--- src/rtl/servo_motion_sequencer.sv ---
// -----------------------------------------------------------------------------
// servo_motion_sequencer
//
// Purpose:
//   Produces the 8-bit duty_cycle value consumed by the servo PWM generator.
//   Position commands arrive over a valid/ready handshake.  duty_cycle slews
//   toward the commanded target by STEP counts once per update tick.  There is
//   also an autonomous triangle sweep between MIN_POS and MAX_POS, and a freeze
//   mode that holds the current position.
//
// Parameters:
//   TICK_CYCLES  clk cycles per position update (>= 1)
//   STEP         duty counts moved per tick (1..255)
//   MIN_POS      sweep lower bound / soft-limit floor
//   MAX_POS      sweep upper bound / soft-limit ceiling (MIN_POS < MAX_POS)
//
// Ports:
//   clk           in   system clock
//   rst           in   asynchronous reset, active-high
//   mode    [1:0] in   00 manual, 01 sweep, 1x freeze
//   target  [7:0] in   commanded position
//   target_valid  in   target presented
//   target_ready  out  a target can be accepted this cycle (IDLE/MOVE)
//   duty_cycle[7:0] out position driven to the PWM generator
//   busy          out  moving toward target, or sweeping
//   at_target     out  one-cycle pulse when manual motion reaches its target
//
// Configuration macro:
//   SERVO_SOFT_LIMIT_EN  when defined, accepted targets are clamped into
//                        [MIN_POS, MAX_POS] as they are latched.  When not
//                        defined, targets are latched unmodified and the
//                        bounds only constrain the sweep.
// -----------------------------------------------------------------------------
module servo_motion_sequencer #(
  parameter int TICK_CYCLES = 20000,
  parameter int STEP        = 4,
  parameter int MIN_POS     = 0,
  parameter int MAX_POS     = 255
) (
  input  logic       clk,
  input  logic       rst,
  input  logic [1:0] mode,
  input  logic [7:0] target,
  input  logic       target_valid,
  output logic       target_ready,
  output logic [7:0] duty_cycle,
  output logic       busy,
  output logic       at_target
);

  localparam int               CNT_W    = (TICK_CYCLES > 1) ? $clog2(TICK_CYCLES) : 1;
  localparam logic [CNT_W-1:0] CNT_LAST = CNT_W'(TICK_CYCLES - 1);
  localparam logic [7:0]       MIN_P    = 8'(MIN_POS);
  localparam logic [7:0]       MAX_P    = 8'(MAX_POS);
  localparam logic [7:0]       STEP_P   = 8'(STEP);
  localparam logic [9:0]       STEP_W   = 10'(STEP);
  localparam logic [9:0]       MAX_W    = 10'(MAX_POS);
  // duty - STEP would land at or below MIN_POS once duty <= MIN_POS + STEP
  localparam logic [9:0]       DN_FLOOR = 10'(MIN_POS + STEP);

  typedef enum logic [2:0] {
    IDLE,
    MOVE,
    SWEEP_UP,
    SWEEP_DN,
    FREEZE
  } state_t;

  state_t           state;
  state_t           state_next;
  logic [CNT_W-1:0] tick_cnt;
  logic             tick;
  logic [7:0]       target_reg;
  logic [7:0]       target_next;
  logic [7:0]       target_eff;
  logic [7:0]       duty_next;
  logic             at_next;
  logic             accept;

  logic signed [8:0] diff;
  logic [8:0]        mag;
  logic              move_done;
  logic [7:0]        move_val;
  logic [9:0]        up_sum;
  logic [7:0]        up_val;
  logic [7:0]        dn_val;

  // ---------------------------------------------------------------------------
  // Update tick: free-running, unaffected by mode or state.
  // ---------------------------------------------------------------------------
  always_ff @(posedge clk or posedge rst) begin
    if (rst) begin
      tick_cnt <= '0;
    end else if (tick_cnt == CNT_LAST) begin
      tick_cnt <= '0;
    end else begin
      tick_cnt <= tick_cnt + 1'b1;
    end
  end

  assign tick = (tick_cnt == CNT_LAST);

  // ---------------------------------------------------------------------------
  // Target conditioning
  // ---------------------------------------------------------------------------
`ifdef SERVO_SOFT_LIMIT_EN
  always_comb begin
    target_eff = target;
    if (int'(target) < MIN_POS) begin
      target_eff = MIN_P;
    end else if (int'(target) > MAX_POS) begin
      target_eff = MAX_P;
    end
  end
`else
  assign target_eff = target;
`endif

  // The handshake is honoured whenever ready is high, even if a mode change
  // wins the state transition on the same cycle; the target is then used
  // when manual mode resumes.
  assign accept = target_valid & target_ready;

  // ---------------------------------------------------------------------------
  // Step arithmetic
  // ---------------------------------------------------------------------------
  // Manual slew: a 9-bit signed distance covers -255..+255.  When the distance
  // exceeds STEP, stepping toward the target can never cross 0 or 255.
  assign diff      = $signed({1'b0, target_reg}) - $signed({1'b0, duty_cycle});
  assign mag       = diff[8] ? 9'(-diff) : 9'(diff);
  assign move_done = (mag <= {1'b0, STEP_P});
  assign move_val  = move_done ? target_reg
                   : (diff[8] ? duty_cycle - STEP_P : duty_cycle + STEP_P);

  // Sweep: saturate at the bounds (10-bit sum avoids 8-bit wrap).
  assign up_sum = {2'b00, duty_cycle} + STEP_W;
  assign up_val = (up_sum >= MAX_W) ? MAX_P : up_sum[7:0];
  assign dn_val = ({2'b00, duty_cycle} <= DN_FLOOR) ? MIN_P : duty_cycle - STEP_P;

  // ---------------------------------------------------------------------------
  // Next-state / next-output logic.  Priority: mode change, accept, tick step.
  // ---------------------------------------------------------------------------
  always_comb begin
    state_next  = state;
    duty_next   = duty_cycle;
    target_next = target_reg;
    at_next     = 1'b0;

    if (accept) begin
      target_next = target_eff;
    end

    if (mode[1]) begin
      // Freeze: hold duty, ignore ticks.
      state_next = FREEZE;
    end else if (mode[0]) begin
      case (state)
        SWEEP_UP: begin
          if (tick) begin
            duty_next = up_val;
            if (up_val == MAX_P) begin
              state_next = SWEEP_DN;
            end
          end
        end
        SWEEP_DN: begin
          if (tick) begin
            duty_next = dn_val;
            if (dn_val == MIN_P) begin
              state_next = SWEEP_UP;
            end
          end
        end
        default: begin
          // Entering sweep; the entry cycle itself does not step.
          state_next = (duty_cycle < MAX_P) ? SWEEP_UP : SWEEP_DN;
        end
      endcase
    end else begin
      case (state)
        SWEEP_UP, SWEEP_DN, FREEZE: begin
          // Resume manual motion toward whatever target was last latched.
          state_next = (duty_cycle == target_reg) ? IDLE : MOVE;
        end
        default: begin
          if (accept) begin
            // A fresh target suppresses any step on this cycle.
            if (target_eff == duty_cycle) begin
              state_next = IDLE;
              at_next    = 1'b1;
            end else begin
              state_next = MOVE;
            end
          end else if ((state == MOVE) && tick) begin
            duty_next = move_val;
            if (move_done) begin
              state_next = IDLE;
              at_next    = 1'b1;
            end
          end
        end
      endcase
    end
  end

  // ---------------------------------------------------------------------------
  // State and registered outputs
  // ---------------------------------------------------------------------------
  // target_ready is registered from the next state, so it reads 0 on the first
  // cycle after reset release and rises with the first clock edge.
  always_ff @(posedge clk or posedge rst) begin
    if (rst) begin
      state        <= IDLE;
      duty_cycle   <= MIN_P;
      target_reg   <= MIN_P;
      target_ready <= 1'b0;
      busy         <= 1'b0;
      at_target    <= 1'b0;
    end else begin
      state        <= state_next;
      duty_cycle   <= duty_next;
      target_reg   <= target_next;
      target_ready <= (state_next == IDLE) || (state_next == MOVE);
      busy         <= (state_next != IDLE) && (state_next != FREEZE);
      at_target    <= at_next;
    end
  end

endmodule

--- config.mk ---
export PLATFORM = sky130hd
export DESIGN_NAME = servo_motion_sequencer
export DESIGN_NICKNAME = d
export VERILOG_FILES = /design/src/rtl/servo_motion_sequencer.sv
export SDC_FILE = /design/constraint.sdc
export NUM_CORES = 1
export LEC_CHECK = 0
export ABC_AREA = 1
export BUFFER_PORTS_ARGS = -buffer_cell sky130_fd_sc_hd__buf_2
export CAP_MARGIN = 20
export CORE_MARGIN = 4
export CORE_UTILIZATION = 53
export CTS_BUF_LIST = sky130_fd_sc_hd__clkbuf_4 sky130_fd_sc_hd__clkbuf_8 sky130_fd_sc_hd__clkbuf_16
export CTS_CLUSTER_SIZE = 28
export DETAILED_ROUTE_END_ITERATION = 6
export GPL_ROUTABILITY_DRIVEN = 0
export PLACE_DENSITY = 0.81
export SLEW_MARGIN = 20
export SYNTH_ARGS = -nofsm -noshare
export SYNTH_HDL_FRONTEND = slang
export SYNTH_SLANG_ARGS = --single-unit
--- constraint.sdc ---
create_clock -name clk -period 3.3 [get_ports clk]
set_input_delay 0.66 -clock clk [delete_from_list [all_inputs] [get_ports clk]]
set_output_delay 0.66 -clock clk [all_outputs]
set_load 0.01 [all_outputs]
## Yosys cells after proc, flatten, opt, wreduce, memory -nomap -nowiden

Index checks and enable logic that the tools add are counted.

| cells by class | value |
|---|---|
| $add $sub $neg | 6 |
| $lt $le $gt $ge | 4 |
| eq/ne operators | 15 |
| muxes and demuxes | 34 |
| bitwise operators | 2 |
| reduce and logical (&&, ||, !) cells | 9 |

Operator list:

| cell | number |
|---|---|
| 2-to-1 mux 8 bit | 10 |
| 2-to-1 mux 3 bit | 10 |
| equality test 8 bit | 2 |
| case mux 8 bit (2 select lines) | 1 |
| adder 15 x 1 -> 15 bit (second input constant) | 1 |
| equality test 15 bit (second input constant) | 1 |
| 2-to-1 mux 15 bit | 1 |
| 2-to-1 mux 1 bit | 10 |
| adder 8 x 3 -> 9 bit (second input constant) | 1 |
| >= comparator 9 x 8 -> 1 bit (second input constant) | 1 |
| <= comparator 9 x 3 -> 1 bit (second input constant) | 1 |
| 2-to-1 mux 9 bit | 1 |
| != test 3 bit (second input constant) | 3 |
| negator 9 bit | 1 |
| subtractor 8 x 8 -> 9 bit | 1 |
| adder 8 x 3 -> 8 bit (second input constant) | 1 |
| equality test 8 bit (second input constant) | 1 |
| <= comparator 8 x 3 -> 1 bit (second input constant) | 1 |
| logical NOT 8 bit | 1 |
| less-than comparator 8 bit (second input constant) | 1 |
| subtractor 8 x 3 -> 8 bit (second input constant) | 1 |
| AND reduction 7 bit | 1 |
| equality test 3 x 1 -> 1 bit (second input constant) | 2 |
| equality test 3 x 2 -> 1 bit (second input constant) | 2 |
| 12 further kinds | 14 |

| word-level totals | value |
|---|---|
| register bits | 37 |
| output and inout bits | 11 |

## Longest topological paths before layout

| depth | value |
|---|---|
| depth in word-level cells | 12 |
| depth in mapped cells | 20 |
| mapped depth without buffers | 20 |

## Worst setup path before layout

Ideal clock, no wire load.

| timing | value |
|---|---|
| kind | flip-flop to flip-flop |
| from | register duty_cycle[0] |
| to | register duty_cycle[2] |
| library setup time | 0.117 ns |
| data arrival time | 2.334 ns |
| required time | 3.183 ns |
| slack | 0.849 ns |
| stages on the path, launching flop included | 18 |
| buffers on the path | 0 |
| period minus slack after synthesis | 2.451 ns |
| cell sequence | dfrtp_1 ha_1 inv_1 fa_1 nand2_1 nand2_1 nand2_2 nor2_2 nor2_4 nand2_2 nand2_2 nand2_2 nor2_4 nand4_4 nor2_4 nand2_1 nand3_1 nand2_1 |

| between the ends | value |
|---|---|
| word-level cells in the longest chain between the ends | 9 |
| elaborated cells on any way between the ends | 20 |

RTL lines:

| item | RTL line | text |
|---|---|---|
| start: declaration | 46 | `output logic [7:0] duty_cycle,` |
| start signal: assignment | 221 | `duty_cycle <= duty_next;` |
| subtractor 8 x 8 -> 9 bit | 129 | `assign diff = $signed({1'b0, target_reg}) - $signed({1'b0, duty_cycle});` |
| negator 9 bit | 130 | `assign mag = diff[8] ? 9'(-diff) : 9'(diff);` |
| 2-to-1 mux 9 bit | 130 |  |
| <= comparator 9 x 3 -> 1 bit | 131 | `assign move_done = (mag <= {1'b0, STEP_P});` |
| 2-to-1 mux 8 bit | 132 | `assign move_val = move_done ? target_reg` |
| 2-to-1 mux 8 bit | 194 | `end else if ((state == MOVE) && tick) begin` |
| 2-to-1 mux 8 bit | 186 | `if (accept) begin` |
| 2-to-1 mux 8 bit | 180 | `case (state)` |
| 2-to-1 mux 8 bit (*) | 156 | `end else if (mode[0]) begin` |

Every way passes the cells marked *; elsewhere a longest branch is shown, timed or not. The select of a mux whose other input is x is not followed.
A chain may end at the register's enable or synchronous reset.

## Worst setup path in the final report

| timing | value |
|---|---|
| from | register duty_cycle[2] |
| to | register duty_cycle[2] |

The elaborated chain is that of the path after synthesis.

==> impl_summary.txt <==
----------------------------------------------------
[Yosys]
  Synth Net Count ... 488
  Number of instances in the synthesized netlist ... 461
  Post-synth EDFFs ... 0
  Syn Area/Cell ... 6.65 um2
  FF+latch count, synth ... 37
  Mapped Area ... 3060 um2
  Top flip-flop cell by instance count after synthesis ... sky130_fd_sc_hd__dfrtp_1
  Yosys top cell area share ... 30.2%
  Fraction of the yosys area taken by sequential cells ... 30.2%
  Most area-hungry cell type in the Yosys netlist ... sky130_fd_sc_hd__dfrtp_1
  Post-synthesis async set-or-reset flop share ... 100%
  Total number of yosys warnings ... 0
  Count of cell types in the netlist ... 40
  Synth top area cells ... sky130_fd_sc_hd__dfrtp_1, sky130_fd_sc_hd__nand2_1, sky130_fd_sc_hd__inv_1, sky130_fd_sc_hd__nand3_1, sky130_fd_sc_hd__ha_1

[Outcome]
  Run status ... completed

[Clocking]
  Clk_lat worst skew ... 0.30 ns
  TritonCTS clock tree ... yes
  Clock Sinks ... 37
  Clock tree root buffer cell ... sky130_fd_sc_hd__clkbuf_8
  TritonCTS buffer count ... 5
  CTS resizes ... 0
  Post-CTS Hold Fix Bufs ... 0
  Clock tree buffer depth ... 2
  Post-CTS Setup Inserts ... 0
  Clock input transition at the sequential cells of the worst setup and hold paths ... 0.09 ns
  Maximum level of the CTS H-tree ... 2

[STA]
  Count of pins over their slew limit ... 0
  Endpoints failing setup ... 0
  Final clock period utilization by the worst path ... 89.5%
  Normalized max-slew margin ... 61.5%
  Hold Violations, Final ... 0
  Tightest Pin Transition ... 0.573 ns
  Setup Total Neg Slack ... 0 ns
  Unrepaired setup endpoints after global routing ... no
  Final Skew ... 0.0149 ns
  Max Clock Freq ... 339 MHz
  Worst Hold Margin ... 0.450 ns
  Final critical path time including I/O delays and setup ... 2.95 ns

[Layout]
  Antenna diode count ... 0
  Area of all sequential standard cells ... 926 um2
  Net count, final ... 515
  Area of the multi-input gates ... 1800 um2
  Number of fill cells in the layout ... 520
  Share of layout cells above drive strength 1 ... 11.5%
  Max reg flops ... 15
  Leading cell types in the layout, fill and taps excluded ... sky130_fd_sc_hd__nand2_1, sky130_fd_sc_hd__inv_1, sky130_fd_sc_hd__nand3_1
  Layout Area Growth over Synthesis ... 9.47%
  Most common cell after layout, fill and taps aside ... sky130_fd_sc_hd__nand2_1

[Worst setup path]
  Critical path, cell by cell ... inv_1, ha_1, a21oi_1, nand2_1, nand2_1, nand2_1, nand3_1, nand3_2, nor2_4, nand4_4, nor2_4, nand2_1, nand3_1, nand2_1
  Cell with the most instances on the worst path ... sky130_fd_sc_hd__nand2_1
  Crit path max-delay cell type ... sky130_fd_sc_hd__dfrtp_1
  Class of the most critical setup path ... reg -> reg
  Delay of the slowest critical-path stage ... 0.53 ns
  Cell family with most CP delay ... simple AND/OR/NAND/NOR gates
  Largest fanout on the critical path ... 9
  Nature of the critical path endpoint ... register
  Combined buffer and inverter count along the critical path ... 1
  Flop-to-flop setup slack ... 0.35 ns
  WP data required ... 3.50 ns
  Arrival time worst endpoint ... 3.16 ns
  Worst setup SP type ... register

[Die]
  IO Pins ... 24
  Effective utilization at floorplan ... 55.3%
  DIE AREA ... 7060 um2
  Width of the die ... 84.0 um
  DIE HEIGHT ... 84.0 um
  Total number of placement rows ... 27
  Area of the core ... 5540 um2

[Global routing]
  Wire length of the first global-routing pass ... 13300 um
  Initial antenna violation count ... 0
  Overall track demand over capacity in global routing ... 23.2%
  Final global-route overflow total ... 0
  Pin count of the biggest net entering global routing ... 38
  Via count of the first global-routing pass ... 2950

[Drt]
  Wirelength, routed ... 7840 um
  Wire length on met1 ... 3280 um
  DRT antenna net count ... 0
  Mean number of vias per cell ... 5.49
  Number of violations reported at the end of detailed-routing iteration 0 ... 219
  Top metal layer carrying routed signals ... met4
  Pre-Repair DR Iteration Count ... 6
  Wire length on met3 ... 582 um
  Avg WL per Cell ... 14.0 um
  Count of vias placed by the detailed router ... 3072
  Routed wl met2 ... 3720 um
  Residual DRC count ... 0

[Placement]
  DP HPWL ... 5970 um
  Count of buffers inserted at the top-level ports ... 23

[Power and ir drop]
  LEAKAGE ... 1.83 nW
  Largest voltage drop on the vdd net ... 0.255 mV
  Power density relative to cell area ... 464 nW/um2

[Job]
  Max-cap violations ... 0

[Worst hold path]
  Tightest Hold Check Type ... in -> async

----------------------------------------------------
Yosys cell counts (2+ instances only):
library cell / count
sky130_fd_sc_hd__a21oi_1: 21
sky130_fd_sc_hd__nand4_1: 7
sky130_fd_sc_hd__dfrtp_1: 37
sky130_fd_sc_hd__nand3b_1: 6
sky130_fd_sc_hd__inv_1: 81
sky130_fd_sc_hd__clkbuf_1: 4
sky130_fd_sc_hd__nor2_2: 3
sky130_fd_sc_hd__nand3_2: 4
sky130_fd_sc_hd__nand3_1: 42
sky130_fd_sc_hd__a31oi_1: 2
sky130_fd_sc_hd__a211oi_1: 2
sky130_fd_sc_hd__a221oi_1: 2
sky130_fd_sc_hd__nor3b_1: 2
sky130_fd_sc_hd__nor2_4: 3
sky130_fd_sc_hd__xor2_1: 13
sky130_fd_sc_hd__o21ai_0: 18
sky130_fd_sc_hd__nand2_2: 6
sky130_fd_sc_hd__o21ai_1: 2
sky130_fd_sc_hd__inv_2: 2
sky130_fd_sc_hd__ha_1: 13
sky130_fd_sc_hd__nor2_1: 37
sky130_fd_sc_hd__nor3_1: 6
sky130_fd_sc_hd__nor4_1: 3
sky130_fd_sc_hd__nand2_1: 128
sky130_fd_sc_hd__o21a_1: 2
metrics by stage:
| step | utilization [%] | cells | power (mW) | area [um2] | setup slack, ns |
|---|---|---|---|---|---|
| global placement | 58.9 | 553 | 1.19 | 3260 | 0.523 |
| global route | 60.5 | 560 | 1.68 | 3350 | 0.0191 |
| finish | 60.5 | 560 | 1.56 | 3350 | 0.346 |
| CTS | 60.5 | 560 | 1.55 | 3350 | 0.401 |
| floorplan | - | 461 | 1.06 | 3060 | 0.849 |
| detailed placement | 58.9 | 553 | 1.21 | 3260 | 0.443 |
final cells by class:
type | count | share of cell area, %
Tap cell | 72 | 2.69
Inverter | 84 | 9.40
Clock buffer | 6 | 2.46
Sequential cell | 37 | 27.6
Multi-Input combinational cell | 335 | 53.7
Clock inverter | 1 | 0.224
Timing Repair Buffer | 25 | 3.88
worst register-to-register path, cell delays in order, from the launching register on:
cell,delay [ns]
sky130_fd_sc_hd__dfrtp_1,0.53
sky130_fd_sc_hd__inv_1,0.24
sky130_fd_sc_hd__ha_1,0.42
sky130_fd_sc_hd__a21oi_1,0.25
sky130_fd_sc_hd__nand2_1,0.16
sky130_fd_sc_hd__nand2_1,0.09
sky130_fd_sc_hd__nand2_1,0.11
sky130_fd_sc_hd__nand3_1,0.17
sky130_fd_sc_hd__nand3_2,0.12
sky130_fd_sc_hd__nor2_4,0.11
sky130_fd_sc_hd__nand4_4,0.19
sky130_fd_sc_hd__nor2_4,0.24
sky130_fd_sc_hd__nand2_1,0.08
sky130_fd_sc_hd__nand3_1,0.08
sky130_fd_sc_hd__nand2_1,0.05
cells by family (layout without fill, tap and decap cells):
family                   Yosys count  count (layout)  share of synthesized area [%]
multiplexers                       1               1                          0.367
XOR/XNOR                          14              14                           4.00
buffers and inverters             89             116                           10.9
adder cells (fa/ha/maj)           14              14                           5.96
AND/OR/NAND/NOR                  251             251                           38.1
flip-flops                        37              37                           30.2
AO/OA/AOI/OAI                     55              55                           10.5
path summary, 6_finish.rpt:
kind                                from            end  cells after the start
min in group clk             tick_cnt[0]    tick_cnt[0]                      1
setup reg to reg           duty_cycle[2]  duty_cycle[2]                     14
hold / removal                       rst  duty_cycle[0]                      3
setup / recovery           duty_cycle[2]  duty_cycle[2]                     14
max in group asynchronous            rst    tick_cnt[2]                      3
hold reg to reg              tick_cnt[0]    tick_cnt[0]                      1
layer usage:
layer  GRT usage [%]  vias to the layer above
met5               0                        -
met4            9.80                        0
met3            3.95                       25
met2            40.0                      132
met1            28.2                     1389
li1                -                     1526
report_power, final:
| part | switching [mW] | internal [mW] | leakage, nW |
|---|---|---|---|
| registers | 0.0433 | 0.487 | 0.472 |
| logic | 0.452 | 0.235 | 1.31 |
| clock network | 0.175 | 0.165 | 0.0433 |
Power figures use the tool's default switching activity.
